## src/rtl/mult_issue_scheduler.sv

```systemverilog
// Multiply-unit issue scheduler: grants up to two in-order issue requests
// to free pipelined multiply units and tracks each unit through
// IDLE -> BUSY -> WAIT_CDB -> IDLE, holding results until the CDB accepts them.
module mult_issue_scheduler #(
    parameter int NUM_MULT = 2,
    parameter int TAG_W    = 5,
    parameter int TIMEOUT  = 15
) (
    input  logic                      clock,
    input  logic                      reset,
    input  logic                      squash,
    input  logic [1:0]                req_valid,
    input  logic [2*TAG_W-1:0]        req_tag,
    output logic [1:0]                grant,
    output logic [2*$clog2(NUM_MULT)-1:0] grant_unit,
    output logic [NUM_MULT-1:0]       unit_start,
    input  logic [NUM_MULT-1:0]       unit_done,
    output logic [NUM_MULT-1:0]       cdb_req,
    input  logic [NUM_MULT-1:0]       cdb_grant,
    output logic [NUM_MULT*TAG_W-1:0] unit_tag,
    output logic [$clog2(NUM_MULT):0] free_count,
    output logic                      err_timeout
);

    localparam int IDX_W = $clog2(NUM_MULT);
    localparam int CNT_W = $clog2(TIMEOUT + 2);
    localparam logic [CNT_W-1:0] CNT_SAT = CNT_W'(TIMEOUT + 1);

    typedef enum logic [1:0] {
        IDLE     = 2'd0,
        BUSY     = 2'd1,
        WAIT_CDB = 2'd2
    } unit_state_t;

    unit_state_t      state      [NUM_MULT];
    unit_state_t      state_next [NUM_MULT];
    logic [CNT_W-1:0] busy_cnt   [NUM_MULT];
    logic [TAG_W-1:0] tag_q      [NUM_MULT];
    logic [TAG_W-1:0] start_tag  [NUM_MULT];

    logic             kill;
    logic [IDX_W-1:0] first_idx;
    logic [IDX_W-1:0] second_idx;
    logic             first_found;
    logic             second_found;
    logic             grant0;
    logic             grant1;
    logic [IDX_W-1:0] unit1_idx;

    assign kill = reset | squash;

    // Arbitration: pick the two lowest-index units that were IDLE at the start of the cycle.
    // NOTE: every always_comb output gets a default first so no latch is inferred.
    always_comb begin
        first_idx    = '0;
        second_idx   = '0;
        first_found  = 1'b0;
        second_found = 1'b0;
        for (int u = 0; u < NUM_MULT; u++) begin
            if (state[u] == IDLE) begin
                if (!first_found) begin
                    first_idx   = IDX_W'(u);
                    first_found = 1'b1;
                end else if (!second_found) begin
                    second_idx   = IDX_W'(u);
                    second_found = 1'b1;
                end
            end
        end

        // Older request first; the younger one may only bypass an absent older request.
        grant0 = !kill && req_valid[0] && first_found;
        if (req_valid[0]) begin
            grant1    = !kill && req_valid[1] && grant0 && second_found;
            unit1_idx = second_idx;
        end else begin
            grant1    = !kill && req_valid[1] && first_found;
            unit1_idx = first_idx;
        end

        grant      = {grant1, grant0};
        grant_unit = {grant1 ? unit1_idx : IDX_W'(0), grant0 ? first_idx : IDX_W'(0)};

        for (int u = 0; u < NUM_MULT; u++) begin
            unit_start[u] = 1'b0;
            start_tag[u]  = '0;
            if (grant0 && first_idx == IDX_W'(u)) begin
                unit_start[u] = 1'b1;
                start_tag[u]  = req_tag[TAG_W-1:0];
            end else if (grant1 && unit1_idx == IDX_W'(u)) begin
                unit_start[u] = 1'b1;
                start_tag[u]  = req_tag[2*TAG_W-1:TAG_W];
            end
        end
    end

    // Per-unit next-state logic; squash overrides every other event.
    always_comb begin
        for (int u = 0; u < NUM_MULT; u++) begin
            state_next[u] = state[u];
            case (state[u])
                IDLE:     if (unit_start[u]) state_next[u] = BUSY;
                BUSY:     if (unit_done[u])  state_next[u] = WAIT_CDB;
                WAIT_CDB: if (cdb_grant[u])  state_next[u] = IDLE;
                default:                     state_next[u] = IDLE;
            endcase
            if (squash) state_next[u] = IDLE;
        end
    end

    // State, tag and busy-counter registers for every unit.
    // NOTE: sequential state uses non-blocking assignments only.
    always_ff @(posedge clock) begin
        for (int u = 0; u < NUM_MULT; u++) begin
            if (reset) begin
                state[u]    <= IDLE;
                tag_q[u]    <= '0;
                busy_cnt[u] <= '0;
            end else begin
                state[u] <= state_next[u];
                if (squash)             tag_q[u] <= '0;
                else if (unit_start[u]) tag_q[u] <= start_tag[u];
                if (state[u] == BUSY && state_next[u] == BUSY) begin
                    if (busy_cnt[u] != CNT_SAT) busy_cnt[u] <= busy_cnt[u] + CNT_W'(1);
                end else begin
                    busy_cnt[u] <= '0;
                end
            end
        end
    end

    // Sticky timeout flag: set when any busy counter saturates, cleared by reset only.
    always_ff @(posedge clock) begin
        if (reset) begin
            err_timeout <= 1'b0;
        end else begin
            for (int u = 0; u < NUM_MULT; u++) begin
                if (!squash && state[u] == BUSY && state_next[u] == BUSY &&
                    busy_cnt[u] == CNT_SAT - CNT_W'(1)) begin
                    err_timeout <= 1'b1;
                end
            end
        end
    end

    // Registered-state decodes: CDB requests, free count and flattened tags.
    always_comb begin
        free_count = '0;
        for (int u = 0; u < NUM_MULT; u++) begin
            cdb_req[u]                    = !kill && state[u] == WAIT_CDB;
            unit_tag[u*TAG_W +: TAG_W]    = tag_q[u];
            if (state[u] == IDLE) free_count = free_count + (IDX_W+1)'(1);
        end
    end

endmodule

```

## config.mk

```make
export PLATFORM = sky130hd
export DESIGN_NAME = mult_issue_scheduler
export DESIGN_NICKNAME = d
export VERILOG_FILES = /design/src/rtl/mult_issue_scheduler.sv
export SDC_FILE = /design/constraint.sdc
export NUM_CORES = 1
export LEC_CHECK = 0
export ABC_AREA = 1
export CAP_MARGIN = 20
export CORE_ASPECT_RATIO = 1.4
export CORE_MARGIN = 10
export CORE_UTILIZATION = 43
export CTS_CLUSTER_SIZE = 16
export DETAILED_ROUTE_END_ITERATION = 8
export PLACE_DENSITY = 0.76
export SLEW_MARGIN = 40
export SYNTH_ARGS = -nofsm -noshare
export SYNTH_HDL_FRONTEND = slang
export SYNTH_SLANG_ARGS = --single-unit
```

## constraint.sdc

```tcl
create_clock -name clock -period 1.8 [get_ports clock]
set_clock_uncertainty 0.15 [all_clocks]
set_input_delay 0.36 -clock clock [delete_from_list [all_inputs] [get_ports clock]]
set_output_delay 0.36 -clock clock [all_outputs]
set_load 0.005 [all_outputs]
```

== After elaboration in Yosys (flattened, before gate mapping) ==
Memory sizes are Yosys's and may differ from the RTL's.
Cells that the tools add are included.

* Flip-flop bits (word level): 1
* RAM bits: 24
* Bits of input ports: 19
* Memories kept: 3

* $add $sub $neg: 3
* Equal/unequal tests: 10
* Mux-type cells: 70
* Bitwise operators: 13
* Reductions and logical operators: 25

{| class="wikitable"
|+ Memories
! memory !! depth !! bits a word !! rd ports !! clocked after Yosys merged registers in !! write ports !! line !! RTL
|-
| busy_cnt || 2 || 5 || 2 || 0 || 2 || 37 || <nowiki>logic [CNT_W-1:0] busy_cnt [NUM_MULT];</nowiki>
|-
| tag_q || 2 || 5 || 2 || 0 || 2 || 38 || <nowiki>logic [TAG_W-1:0] tag_q [NUM_MULT];</nowiki>
|-
| state || 2 || 2 || 2 || 0 || 2 || 35 || <nowiki>unit_state_t state [NUM_MULT];</nowiki>
|}

{| class="wikitable"
|+ Operators with widths
! kind !! count
|-
| 2-to-1 mux 5 bit || 12
|-
| 2-to-1 mux 1 bit || 45
|-
| 2-to-1 mux 2 bit || 11
|-
| logical AND 1 bit || 20
|-
| case mux 2 bit (3 select lines) || 2
|-
| OR 1 bit || 11
|-
| adder 5 x 1 -> 5 bit (second input constant) || 2
|-
| equality test 5 x 4 -> 1 bit (second input constant) || 2
|-
| != test 5 bit (second input constant) || 2
|-
| equality test 2 x 1 -> 1 bit (second input constant) || 4
|-
| equality test 2 bit (second input constant) || 2
|-
| zero test 2 bit || 2
|-
| adder 2 x 1 -> 2 bit (second input constant) || 1
|-
| zero test 1 bit || 2
|-
| inverter 1 bit || 2
|-
| nonzero test 2 bit || 1
|}

== Depth between registers and ports, before layout ==
An unclocked memory read counts as a cell.

* Depth after elaboration: 21
* Mapped depth: 10
* Gate-level depth less buffers: 10

== Worst setup path after synthesis ==
No wires, ideal clock.

* Path kind: register to register
* Start: memory state[1][1] (netlist name)
* End: memory tag_q[1][0] (enable)
* Setup time: 0.318 ns
* Arrival time: 1.303 ns
* Setup slack: 0.028 ns
* Stages on the path, launching flop included: 8
* Path buffers: 1
* Period minus slack after synthesis: 1.772 ns
* Cells stage by stage: dfxtp_1 nor2_1 inv_1 ha_1 inv_1 nand4_1 buf_2 nand3_1

{| class="wikitable"
|+ RTL lines
! what !! line
|-
| start, declared || 35
|-
| end, declared || 38
|}

==> results by group <==
Synthesis
  – Yosys cell types: 24
  – Mapped Avg Cell Area: 8.99 um2
  – EDFF count, synth: 20
  – Seq/Total Area, Yosys: 48.7%
  – Post-Syn Area: 1440 um2
  – Async S/R FF share, synth: 0%
  – Synthesized Nets: 188
  – Top_reg_cell synth: edfxtp_1
  – Post-synthesis cell type with the largest combined area: edfxtp_1
  – Seq cells post-synth: 25
  – Top-count cell post-synth: inv_1
  – Dominant cells by area after synthesis: edfxtp_1 (42%), ha_1 (7.8%), inv_1 (7.8%)
  – Synth warn: 0
  – Syn Inst Count: 160
  – Most common library cells after synthesis: inv_1 (30), nand2_1 (24), nor2_1 (22)
  – Synth top area share: 41.7%

Floorplan
  – Starting Density: 45.2%
  – Width of the die: 68.9 um
  – DIE HEIGHT: 88.4 um
  – I/O pin count: 40
  – # rows: 24
  – Die ar.: 6090 um2
  – Area of the core: 3180 um2

Detailed routing
  – Vias per cell: 5.02
  – WL met3: 265 um
  – Routed WL: 4.12 mm
  – Drt initial violations: 66
  – Drt pass-1 iters: 4
  – Wire per inst: 15.4 um
  – Vias: 1340
  – Residual DRC: 0
  – Post-DRT Antenna Nets: 0
  – Top layer in use: met4
  – WL met1: 1.44 mm
  – DR WL met2: 2.30 mm

Placement
  – Place WS: -0.518 ns
  – Inst Count DP: 251
  – Post-DP HPWL: 2.75 mm
  – GP Congestion: 0.812
  – I/O Buffers: 39

Global route
  – First-pass GRT wire length: 5.98 mm
  – Total GRT Usage: 12.7%
  – Total grt overflow: 0
  – Largest net degree at the start of global routing: 16
  – Initial antenna violation count: 0
  – Vias in the first global route: 1351

Clock network
  – CTS max path bufs: 2
  – Clock Latency Late Sink: 0.27 ns
  – CTS root buf: clkbuf_8
  – Num CTS Buffers: 3
  – Hold-fix buffers, CTS: 0
  – Clock slew at reported path FFs: 0.08 ns
  – Clock sinks: 25
  – TritonCTS clock tree: done
  – H-tree level count: 1

Critical path
  – Critical Path Start: state[0][1]$_SDFF_PP0_
  – Critical Path Source Type: flip-flop
  – R2R setup slack: -0.15 ns
  – Setup crit end kind: primary output
  – Crit path max fanout: 2
  – Worst path slowest cell: dfxtp_2
  – Crit path cell chain: nor2_4 > inv_2 > buf_4 > ha_4 > nor2_4 > buf_6 > nand2_2 > nand2_2 > buf_6
  – Crit path capture: unit_start[0]
  – Worst path required time: 1.29 ns
  – Slowest cell delay on critical path: 0.34 ns
  – RR Startpoint: state[1][1]$_SDFF_PP0_
  – Critical path class: reg -> out
  – Depth of the most critical reg-to-reg path: 10
  – Worst EP arrival: 1.55 ns
  – Critical R2R Capture: tag_q[1][2]$_SDFFCE_PN0P_

Cells and area
  – Fin nets: 257
  – Area grow syn2layout: 58.0%
  – Layout Cells excl Fill: 267
  – Share of cells above drive strength 1: 38.2%
  – Diodes inserted: 0

Timing
  – Crit share post-route: 115%
  – Normalized max-slew margin: 82.9%
  – Final Hold Vio Count: 0
  – Setup WS post-layout: -0.263 ns
  – Final Setup Violations: 18
  – Fmax: 0.485 GHz
  – Unrepaired setup endpoints after global routing: true
  – Slew @ Worst Pin: 0.256 ns
  – Final min period: 2.06 ns
  – Final Max Tran Viols: 0

Power
  – VDD IR max: 0.407 mV
  – PD cells: 523 nW/um2
  – Leakage: 0.936 nW

Outcome
  – Status: complete, but fails checks
  – Failing checks: setup timing

Min path
  – Class of the worst hold path: reg -> reg

Run
  – Max_cap viols: 0
## kinds of logic after synthesis
| group | after synthesis | share of synthesized area [%] |
|---|---|---|
| AOI/OAI and AO/OA | 15 | 5.65 |
| xor gates and xnor gates | 2 | 1.22 |
| adders and majority gates | 9 | 7.83 |
| buffers and inverters | 36 | 10.3 |
| DFF | 25 | 48.7 |
| and+or+nand+nor | 73 | 26.3 |
## critical path: cells and delay by family (launching register included)
kind / cells / cell delay, ns
AND/OR/NAND/NOR: 4 / 0.36
buffers and inverters: 4 / 0.40
adder cells (fa/ha/maj): 1 / 0.17
flip-flops: 1 / 0.34
## report_power, final
part	switching, mW	internal (mW)
clock	0.182	0.157
combinational	0.0907	0.115
sequential	0.00633	0.637
total	0.279	0.909
## layout by cell type (no fill, tap or decap), types with 7 or more instances in the layout
| cell type | n |
|---|---|
| clkdlybuf4s50_1 | 27 |
| buf_4 | 25 |
| inv_1 | 22 |
| edfxtp_1 | 20 |
| nand2_1 | 19 |
| nor2_1 | 17 |
| inv_2 | 9 |
| nor2_4 | 8 |
| nand3_2 | 7 |
| buf_6 | 7 |
## state kept, by name, indices dropped and copies added, names as in the netlist
name         cells
busy_cnt        10
tag_q           10
state            4
err_timeout      1
## through the flow
| stage | setup TNS [ns] | total power [mW] | hold WS, ns | cell area [um2] | utilization (%) |
|---|---|---|---|---|---|
| finish | -2.90 | 1.19 | 0.305 | 2270 | 71.4 |
| floorplan | 0 | 0.707 | 0.296 | 1440 | - |
| detailed placement | -8.31 | 0.827 | 0.296 | 1980 | 62.1 |
| CTS | -1.95 | 1.17 | 0.310 | 2150 | 67.4 |
| global placement | -7.19 | 0.824 | 0.287 | 1980 | 62.1 |
| global route | -4.04 | 1.23 | 0.346 | 2270 | 71.4 |
## worst min-delay path by stage
stage | from | to | slack, ns | depth (start not counted)
final | err_timeout$_SDFFE_PP0P_ | err_timeout$_SDFFE_PP0P_ | 0.30 | 2
after detailed placement | err_timeout$_SDFFE_PP0P_ | err_timeout$_SDFFE_PP0P_ | 0.30 | 2
after floorplan | err_timeout$_SDFFE_PP0P_ | err_timeout$_SDFFE_PP0P_ | 0.30 | 2
after global placement | err_timeout$_SDFFE_PP0P_ | err_timeout$_SDFFE_PP0P_ | 0.29 | 2
after CTS | err_timeout$_SDFFE_PP0P_ | err_timeout$_SDFFE_PP0P_ | 0.31 | 2
after global routing | err_timeout$_SDFFE_PP0P_ | err_timeout$_SDFFE_PP0P_ | 0.35 | 2
## timing repair
| action | CTS | global route |
|---|---|---|
| hold endpoints to repair | 0 | 0 |
| setup endpoints to repair | 29 | 31 |
| resized for setup | 59 | 31 |
| pin swaps | 4 | 10 |
| buffers inserted | 8 | 5 |
| cloned | 0 | 0 |
## area by class of cell
type                            count  area, um2
Timing Repair Buffer               68        612
Fill cell                         239        910
Inverter                           32        123
Multi-Input combinational cell     99        736
Clock inverter                      1       7.51
Tap cell                           39       48.8
Clock buffer                        3       41.3
Sequential cell                    25        706
## per-layer routing
layer | track usage [%] | up-vias
met4 | 6.83 | 0
met1 | 13.0 | 629
met2 | 22.5 | 49
met5 | 0 | -
li1 | - | 654
met3 | 3.04 | 8
Power figures use the tool's default switching activity.
